## src/rtl/vga_pkg.sv

```systemverilog
// Shared VGA constants: 640x480@60 default timing, sync polarity and raster state types.
package vga_pkg;

  localparam int unsigned VGA_H_ACTIVE = 640;
  localparam int unsigned VGA_H_FP     = 16;
  localparam int unsigned VGA_H_SYNC   = 96;
  localparam int unsigned VGA_H_BP     = 48;

  localparam int unsigned VGA_V_ACTIVE = 480;
  localparam int unsigned VGA_V_FP     = 10;
  localparam int unsigned VGA_V_SYNC   = 2;
  localparam int unsigned VGA_V_BP     = 33;

  localparam int unsigned VGA_CLK_DIV  = 4;

  typedef enum logic {
    SYNC_ACTIVE_LOW  = 1'b0,
    SYNC_ACTIVE_HIGH = 1'b1
  } sync_pol_e;

  // PREROLL covers the partial pixel period right after reset release.
  typedef enum logic {
    ST_PREROLL = 1'b0,
    ST_RUN     = 1'b1
  } raster_state_e;

  // Pin level for a sync output given whether the pulse window is active.
  function automatic logic sync_level(input logic active, input sync_pol_e pol);
    return (pol == SYNC_ACTIVE_HIGH) ? active : ~active;
  endfunction

endpackage

```

## src/rtl/vga_pix_tick.sv

```systemverilog
// Pixel-rate divider: one-clk tick per pixel period plus a divided pixel clock.
module vga_pix_tick
  import vga_pkg::*;
#(
  parameter int unsigned CLK_DIV = VGA_CLK_DIV
) (
  input  logic clk,
  input  logic rst_n,
  output logic tick,
  output logic pix_clk_out
);

  localparam int unsigned DW = $clog2(CLK_DIV);

  logic [DW-1:0] div;
  logic [DW-1:0] div_next;

  // Tick on the last count of the period; the counter wraps there.
  always_comb begin
    tick     = (div == DW'(CLK_DIV - 1));
    div_next = tick ? '0 : div + DW'(1);
  end

  // pix_clk_out is registered from the next count so it tracks div exactly yet resets low.
  always_ff @(posedge clk or negedge rst_n) begin
    if (!rst_n) begin
      div         <= '0;
      pix_clk_out <= 1'b0;
    end else begin
      div         <= div_next;
      pix_clk_out <= (div_next < DW'(CLK_DIV / 2));
    end
  end

endmodule

```

## src/rtl/vga_timing_gen.sv

```systemverilog
// VGA raster timing generator: pixel counters, sync generation and a one-pixel colour pipeline.
module vga_timing_gen
  import vga_pkg::*;
#(
  parameter int unsigned COLOR_W   = 8,
  parameter int unsigned H_ACTIVE  = VGA_H_ACTIVE,
  parameter int unsigned H_FP      = VGA_H_FP,
  parameter int unsigned H_SYNC    = VGA_H_SYNC,
  parameter int unsigned H_BP      = VGA_H_BP,
  parameter int unsigned V_ACTIVE  = VGA_V_ACTIVE,
  parameter int unsigned V_FP      = VGA_V_FP,
  parameter int unsigned V_SYNC    = VGA_V_SYNC,
  parameter int unsigned V_BP      = VGA_V_BP,
  parameter int unsigned CLK_DIV   = VGA_CLK_DIV,
  parameter bit          HSYNC_POL = 1'b0,
  parameter bit          VSYNC_POL = 1'b0
) (
  input  logic                                               clk,
  input  logic                                               rst_n,
  input  logic [COLOR_W-1:0]                                 r_in,
  input  logic [COLOR_W-1:0]                                 g_in,
  input  logic [COLOR_W-1:0]                                 b_in,
  output logic [$clog2(H_ACTIVE+H_FP+H_SYNC+H_BP)-1:0]       pix_x,
  output logic [$clog2(V_ACTIVE+V_FP+V_SYNC+V_BP)-1:0]       pix_y,
  output logic                                               pix_req,
  output logic                                               hsync,
  output logic                                               vsync,
  output logic                                               de,
  output logic [COLOR_W-1:0]                                 r_out,
  output logic [COLOR_W-1:0]                                 g_out,
  output logic [COLOR_W-1:0]                                 b_out,
  output logic                                               pix_clk_out,
  output logic                                               frame_start
);

  localparam int unsigned H_TOTAL = H_ACTIVE + H_FP + H_SYNC + H_BP;
  localparam int unsigned V_TOTAL = V_ACTIVE + V_FP + V_SYNC + V_BP;
  localparam int unsigned XW      = $clog2(H_TOTAL);
  localparam int unsigned YW      = $clog2(V_TOTAL);

  localparam sync_pol_e HPOL = HSYNC_POL ? SYNC_ACTIVE_HIGH : SYNC_ACTIVE_LOW;
  localparam sync_pol_e VPOL = VSYNC_POL ? SYNC_ACTIVE_HIGH : SYNC_ACTIVE_LOW;

  logic          tick;
  logic          x_last;
  logic          y_last;
  logic          h_win;
  logic          v_win;
  raster_state_e state;

  vga_pix_tick #(
    .CLK_DIV (CLK_DIV)
  ) u_pix_tick (
    .clk         (clk),
    .rst_n       (rst_n),
    .tick        (tick),
    .pix_clk_out (pix_clk_out)
  );

  // Position decodes for the current raster coordinate.
  always_comb begin
    x_last  = (pix_x == XW'(H_TOTAL - 1));
    y_last  = (pix_y == YW'(V_TOTAL - 1));
    pix_req = (pix_x < XW'(H_ACTIVE)) && (pix_y < YW'(V_ACTIVE));
    h_win   = (pix_x >= XW'(H_ACTIVE + H_FP)) && (pix_x <= XW'(H_ACTIVE + H_FP + H_SYNC - 1));
    v_win   = (pix_y >= YW'(V_ACTIVE + V_FP)) && (pix_y <= YW'(V_ACTIVE + V_FP + V_SYNC - 1));
  end

  // Raster counters; the first tick after reset only starts the frame at (0,0).
  always_ff @(posedge clk or negedge rst_n) begin
    if (!rst_n) begin
      state       <= ST_PREROLL;
      pix_x       <= '0;
      pix_y       <= '0;
      frame_start <= 1'b0;
    end else begin
      frame_start <= 1'b0;
      if (tick) begin
        if (state == ST_PREROLL) begin
          state       <= ST_RUN;
          frame_start <= 1'b1;
        end else if (x_last) begin
          pix_x <= '0;
          if (y_last) begin
            pix_y       <= '0;
            frame_start <= 1'b1;
          end else begin
            pix_y <= pix_y + YW'(1);
          end
        end else begin
          pix_x <= pix_x + XW'(1);
        end
      end
    end
  end

  // One-pixel output pipeline: colour, de and syncs for the pixel just ended.
  always_ff @(posedge clk or negedge rst_n) begin
    if (!rst_n) begin
      de    <= 1'b0;
      r_out <= '0;
      g_out <= '0;
      b_out <= '0;
      hsync <= sync_level(1'b0, HPOL);
      vsync <= sync_level(1'b0, VPOL);
    end else if (tick) begin
      if (state == ST_PREROLL) begin
        de    <= 1'b0;
        r_out <= '0;
        g_out <= '0;
        b_out <= '0;
        hsync <= sync_level(1'b0, HPOL);
        vsync <= sync_level(1'b0, VPOL);
      end else begin
        de    <= pix_req;
        r_out <= pix_req ? r_in : '0;
        g_out <= pix_req ? g_in : '0;
        b_out <= pix_req ? b_in : '0;
        hsync <= sync_level(h_win, HPOL);
        vsync <= sync_level(v_win, VPOL);
      end
    end
  end

endmodule

```

## config.mk

```make
export PLATFORM = sky130hd
export DESIGN_NAME = vga_timing_gen
export DESIGN_NICKNAME = d
export VERILOG_FILES = /design/src/rtl/vga_pkg.sv /design/src/rtl/vga_pix_tick.sv /design/src/rtl/vga_timing_gen.sv
export SDC_FILE = /design/constraint.sdc
export NUM_CORES = 1
export LEC_CHECK = 0
export CORE_AREA = 3 3 91 72
export DETAILED_ROUTE_END_ITERATION = 8
export DIE_AREA = 0 0 94 75
export PLACE_DENSITY = 0.74
export SLEW_MARGIN = 20
export SYNTH_ARGS = -nofsm -noshare
export SYNTH_HDL_FRONTEND = slang
export SYNTH_SLANG_ARGS = --single-unit
```

## constraint.sdc

```tcl
create_clock -name clk -period 2.3 [get_ports clk]
set_input_delay 0.46 -clock clk [delete_from_list [all_inputs] [get_ports clk]]
set_output_delay 0.46 -clock clk [all_outputs]
set_load 0.02 [all_outputs]
```

## Yosys cells after proc, flatten, opt, wreduce, memory -nomap -nowiden

Index checks and enable logic that the tools add are counted.

- Register bits: 52

- Add/subtract/negate cells: 3
- Magnitude comparators: 7
- Eq/ne operators: 3
- Mux-type cells: 16
- Bitwise gates (word level): 2
- Reduce and logical (&&, ||, !) cells: 5

Operators by type and width:

| operator | number |
|---|---|
| $mux W8 | 6 |
| $add A10 B1 Y10 const B | 2 |
| $eq A10 B10 Y1 const B | 2 |
| $mux W10 | 2 |
| $ge A10 B10 Y1 const B | 1 |
| $ge A10 B9 Y1 const B | 1 |
| $le A10 B10 Y1 const B | 1 |
| $le A10 B9 Y1 const B | 1 |
| $lt A10 B10 Y1 const B | 1 |
| $lt A10 B9 Y1 const B | 1 |
| $mux W1 | 7 |
| $logic_and A1 B1 Y1 | 3 |
| $reduce_and A3 Y1 | 1 |
| $add A2 B1 Y2 const B | 1 |
| $eq A2 B2 Y1 const B | 1 |
| $lt A2 B2 Y1 const B | 1 |
| $mux W2 | 1 |
| $not A1 Y1 | 2 |
| $reduce_and A2 Y1 | 1 |

## Depth between registers and ports, before layout

- Depth in word-level cells: 5
- Gate-level depth with buffers: 7
- Mapped depth without buffers: 6

## Hierarchy

From an unflattened synthesis, not the netlist that was laid out.

- Cells, all modules: 192
- Area, all modules: 2294.7 um^2

By module, submodules not included:

| module | instances | cells an instance | area each (um^2) | seq. area each (um^2) |
|---|---|---|---|---|
| vga_timing_gen | 1 | 186 | 2199.6 | 1228.7 |
| vga_pix_tick | 1 | 6 | 95.1 | 75.1 |

## Worst setup path before layout

OpenSTA, ideal clock, no wires.

- Path kind: flip-flop to flip-flop
- From: reg pix_x[0]
- To: reg pix_y[8]
- Setup time: 130 ps
- Arrival time: 2099 ps
- Data required time: 2170 ps
- Setup slack: 71 ps
- Stages on the path, launching flop included: 7
- Buffers on the path: 1
- Period minus slack after synthesis: 2229 ps
- Path through: dfrtp_1 > ha_1 > nand3_1 > or4_4 > buf_6 > or4_4 > xnor2_2

- Word-level cells in the longest chain between the ends: 2

RTL lines:

| item | RTL line | RTL |
|---|---|---|
| start: declaration | vga_timing_gen.sv:23 | `output logic [$clog2(H_ACTIVE+H_FP+H_SYNC+H_BP)-1:0] pix_x,` |
| start signal: assignment | vga_timing_gen.sv:91 | `pix_x <= pix_x + XW'(1);` |
| $eq A10 B10 Y1 | vga_timing_gen.sv:62 | `x_last = (pix_x == XW'(H_TOTAL - 1));` |
| $reduce_and A3 Y1 (no line) | - |  |
| end signal: assignment | vga_timing_gen.sv:88 | `pix_y <= pix_y + YW'(1);` |
| end: declaration | vga_timing_gen.sv:24 | `output logic [$clog2(V_ACTIVE+V_FP+V_SYNC+V_BP)-1:0] pix_y,` |

No other way between the ends.
A chain may end at the register's enable or synchronous reset.

## Worst setup path in the final report

Same ends and word-level chain as after synthesis.

==> results_dict.tcl <==
set metrics [dict create \
    dp.final_hpwl_mm 4.12 \
    grt_pass1_vias 1801 \
    rsz0062_at_grt "false" \
    worstPathRequired_ns 2.49 \
    tns_ns 0 \
    p_per_area_nw_per_um2 498 \
    clockRootBuffer "clkbuf_8" \
    path_cells "ha_1 -> nand3_1 -> or4_4 -> or4_4 -> xnor2_2" \
    worst-path-stages 5 \
    cp_num_buf_inv 0 \
    power_leakage_uw 0.00137 \
    crit_type "register to register" \
    vias_per_cell 5.21 \
    vias 1919 \
    numPortBuffers 75 \
    drive_gt1_share_pct 11.7 \
    antenna_found_initial 0 \
    synth_seq_area_share_pct 56.4 \
    worstPathMaxFanout 8 \
    yosysMostFrequentCell "dfrtp_1" \
    cts_tree "done" \
    hold_viol 0 \
    gp_congestion 0.866 \
    setup_viol 0 \
    wl_per_cell_um 15.5 \
    grt.total_usage_pct 16.5 \
    worstMarginPinSlew_ns 0.555 \
    grt.overflow.total 0 \
    syn_to_final_growth_pct 43.7 \
    hold_class "input pin to async pin" \
    cap_violations 0 \
    slowest_stage "or4_4" \
    antenna_cells 0 \
    yosys.area.top_type "dfrtp_1" \
    slew_headroom_pct 63.0 \
    synth_top_area_share_pct 54.2 \
    finClkSkew_ns 0.00547 \
    ant_nets 0 \
    chipHeight_um 75 \
    syn_nets 235 \
    synth_common_cells "50 x dfrtp_1, 24 x a22o_1, 11 x inv_1, 11 x nand2_1" \
    slowest_delay_ns 0.63 \
    synthCells 204 \
    wl_met1_mm 2.71 \
    drc 0 \
    drv_slew 0 \
    cts_sinks 52 \
    grt_max_degree 30 \
    nets 320 \
    die_width_um 94 \
    cp_data_arrival_time_ns 2.32 \
    cts_buffers 5 \
    syn_area_per_cell_um2 11.3 \
    htree_levels 2 \
    setup.worst_path.start_class "register" \
    cts.clk_slew.worst_paths_ns 0.10 \
    endpoint_kind "register" \
    yosys-top-cells-area "dfrtp_1 54%, a22o_1 9.1%, ha_1 2.7%" \
    postCtsSetupBuffers 0 \
    drt_first_iter_violations 99 \
    reg2reg_depth 5 \
    synth_cell_type_count 44 \
    rows 24 \
    ys_async_sr_fraction_pct 100 \
    core_um2 5710 \
    synth_area_um2 2310 \
    synth_edf_count 0 \
    critPathTopFamily "simple AND/OR/NAND/NOR gates" \
    routed_wl_mm 5.72 \
    min_period_ns 2.13 \
    ctsHoldBuffers 0 \
    die_area_um2 7050 \
    wl_met2_mm 2.64 \
    cpMostUsedCell "or4_4" \
    run_status "finished clean" \
    cts_buffer_depth 2 \
    ys_warn_count 0 \
    post-route-period-util_pct 92.6 \
    ys_seq_elements 52 \
    fmax_mhz 470 \
    dr.pass1.iters 4 \
    cts_resized 1 \
    wl_met3_um 339 \
    ios 76 \
    final_area_um2 3320 \
    initial_core_util_pct 40.5 \
    clkLatencyLatePin_ns 0.30 \
    vdd_drop_max_mv 0.337 \
    synthFlopType "dfrtp_1" \
    grt_pass1_wl_mm 9.10 \
    top_layer "met4" \
    post_dp_cell_area_um2 3220 \
]
where the power goes:
part | internal, uW | total (uW) | switching [uW] | leakage (uW)
clock | 244 | 547 | 302 | 0.0000434
combinational | 92.6 | 158 | 65.3 | 0.000697
sequential | 935 | 946 | 11.4 | 0.000629
total | 1270 | 1650 | 379 | 0.00137
worst register-to-register path: stages (launching register included):
cell and delay (ns):
dfrtp_1 0.42, ha_1 0.20, nand3_1 0.12, or4_4 0.63, or4_4 0.52, xnor2_2 0.14
placed cells by master, fill, tap and decap left out, types with 2 or more instances in the layout:
master / Yosys / final
or4_4: 2 / 2
nand4_1: 8 / 8
nand3_1: 10 / 10
nor4b_1: 2 / 2
dfstp_2: 2 / 2
a31oi_1: 3 / 3
ha_1: 5 / 5
xnor2_1: 4 / 4
nor3_1: 2 / 2
o21ai_0: 10 / 10
and2_1: 3 / 3
xor2_1: 3 / 3
a21oi_1: 6 / 6
dfrtp_1: 50 / 50
nor2_1: 10 / 10
and3_1: 3 / 3
a22o_1: 24 / 24
clkinvlp_4: 0 / 2
inv_1: 11 / 11
clkdlybuf4s50_1: 0 / 73
nand4b_1: 3 / 3
buf_4: 0 / 11
and4_1: 3 / 3
nand2_1: 11 / 11
clkbuf_8: 0 / 6
path summary, 6_finish.rpt:
path                       slack (ns)                 to         startpoint
max                              0.17           pix_y[8]           pix_x[0]
min                              0.14           g_out[1]              rst_n
max reg2reg                      0.17           pix_y[8]           pix_x[0]
min reg2reg                      0.43  u_pix_tick.div[0]  u_pix_tick.div[0]
max in group asynchronous        1.55              vsync              rst_n
min in group clk                 0.43  u_pix_tick.div[0]  u_pix_tick.div[0]
logic make-up after synthesis:
kind of cell	synth area share [%]
buffers and inverters	3.79
adder cells (fa/ha/maj)	2.71
XOR/XNOR	3.36
flip-flops	56.4
AO/OA/AOI/OAI	15.9
AND/OR/NAND/NOR	17.8
per-stage QoR:
| step | utilization (%) | std cells | hold slack, ns | setup WS [ns] | total power (uW) |
|---|---|---|---|---|---|
| floorplan | - | 204 | 0.164 | 0.0709 | 1010 |
| global placement | 56.5 | 360 | 0.414 | 0.237 | 1120 |
| detailed placement | 56.5 | 360 | 0.421 | 0.183 | 1120 |
| CTS | 58.2 | 368 | 0.148 | 0.158 | 1680 |
| global route | 58.2 | 368 | 0.161 | 0.0975 | 1720 |
| finish | 58.2 | 368 | 0.136 | 0.171 | 1650 |
state kept, by name (all words and copies together) (netlist names):
register                cells
u_pix_tick.div              2
state                       1
pix_x                      10
de                          1
hsync                       1
frame_start                 1
g_out                       8
pix_y                      10
r_out                       8
vsync                       1
u_pix_tick.pix_clk_out      1
b_out                       8
area by class of cell:
class | instances | area [um^2]
Clock buffer | 6 | 82.6
Timing Repair Buffer | 87 | 847
Sequential cell | 52 | 1300
Multi-Input combinational cell | 131 | 927
Fill cell | 482 | 2390
Tap cell | 78 | 97.6
Clock inverter | 2 | 15.0
Inverter | 12 | 45.0
metal layers:
layer / track usage, % / up-vias
li1: - / 917
met5: 0 / -
met2: 24.7 / 59
met3: 4.20 / 5
met1: 24.2 / 938
met4: 4.01 / 0
No activity file was read; power rests on OpenSTA's default activity.
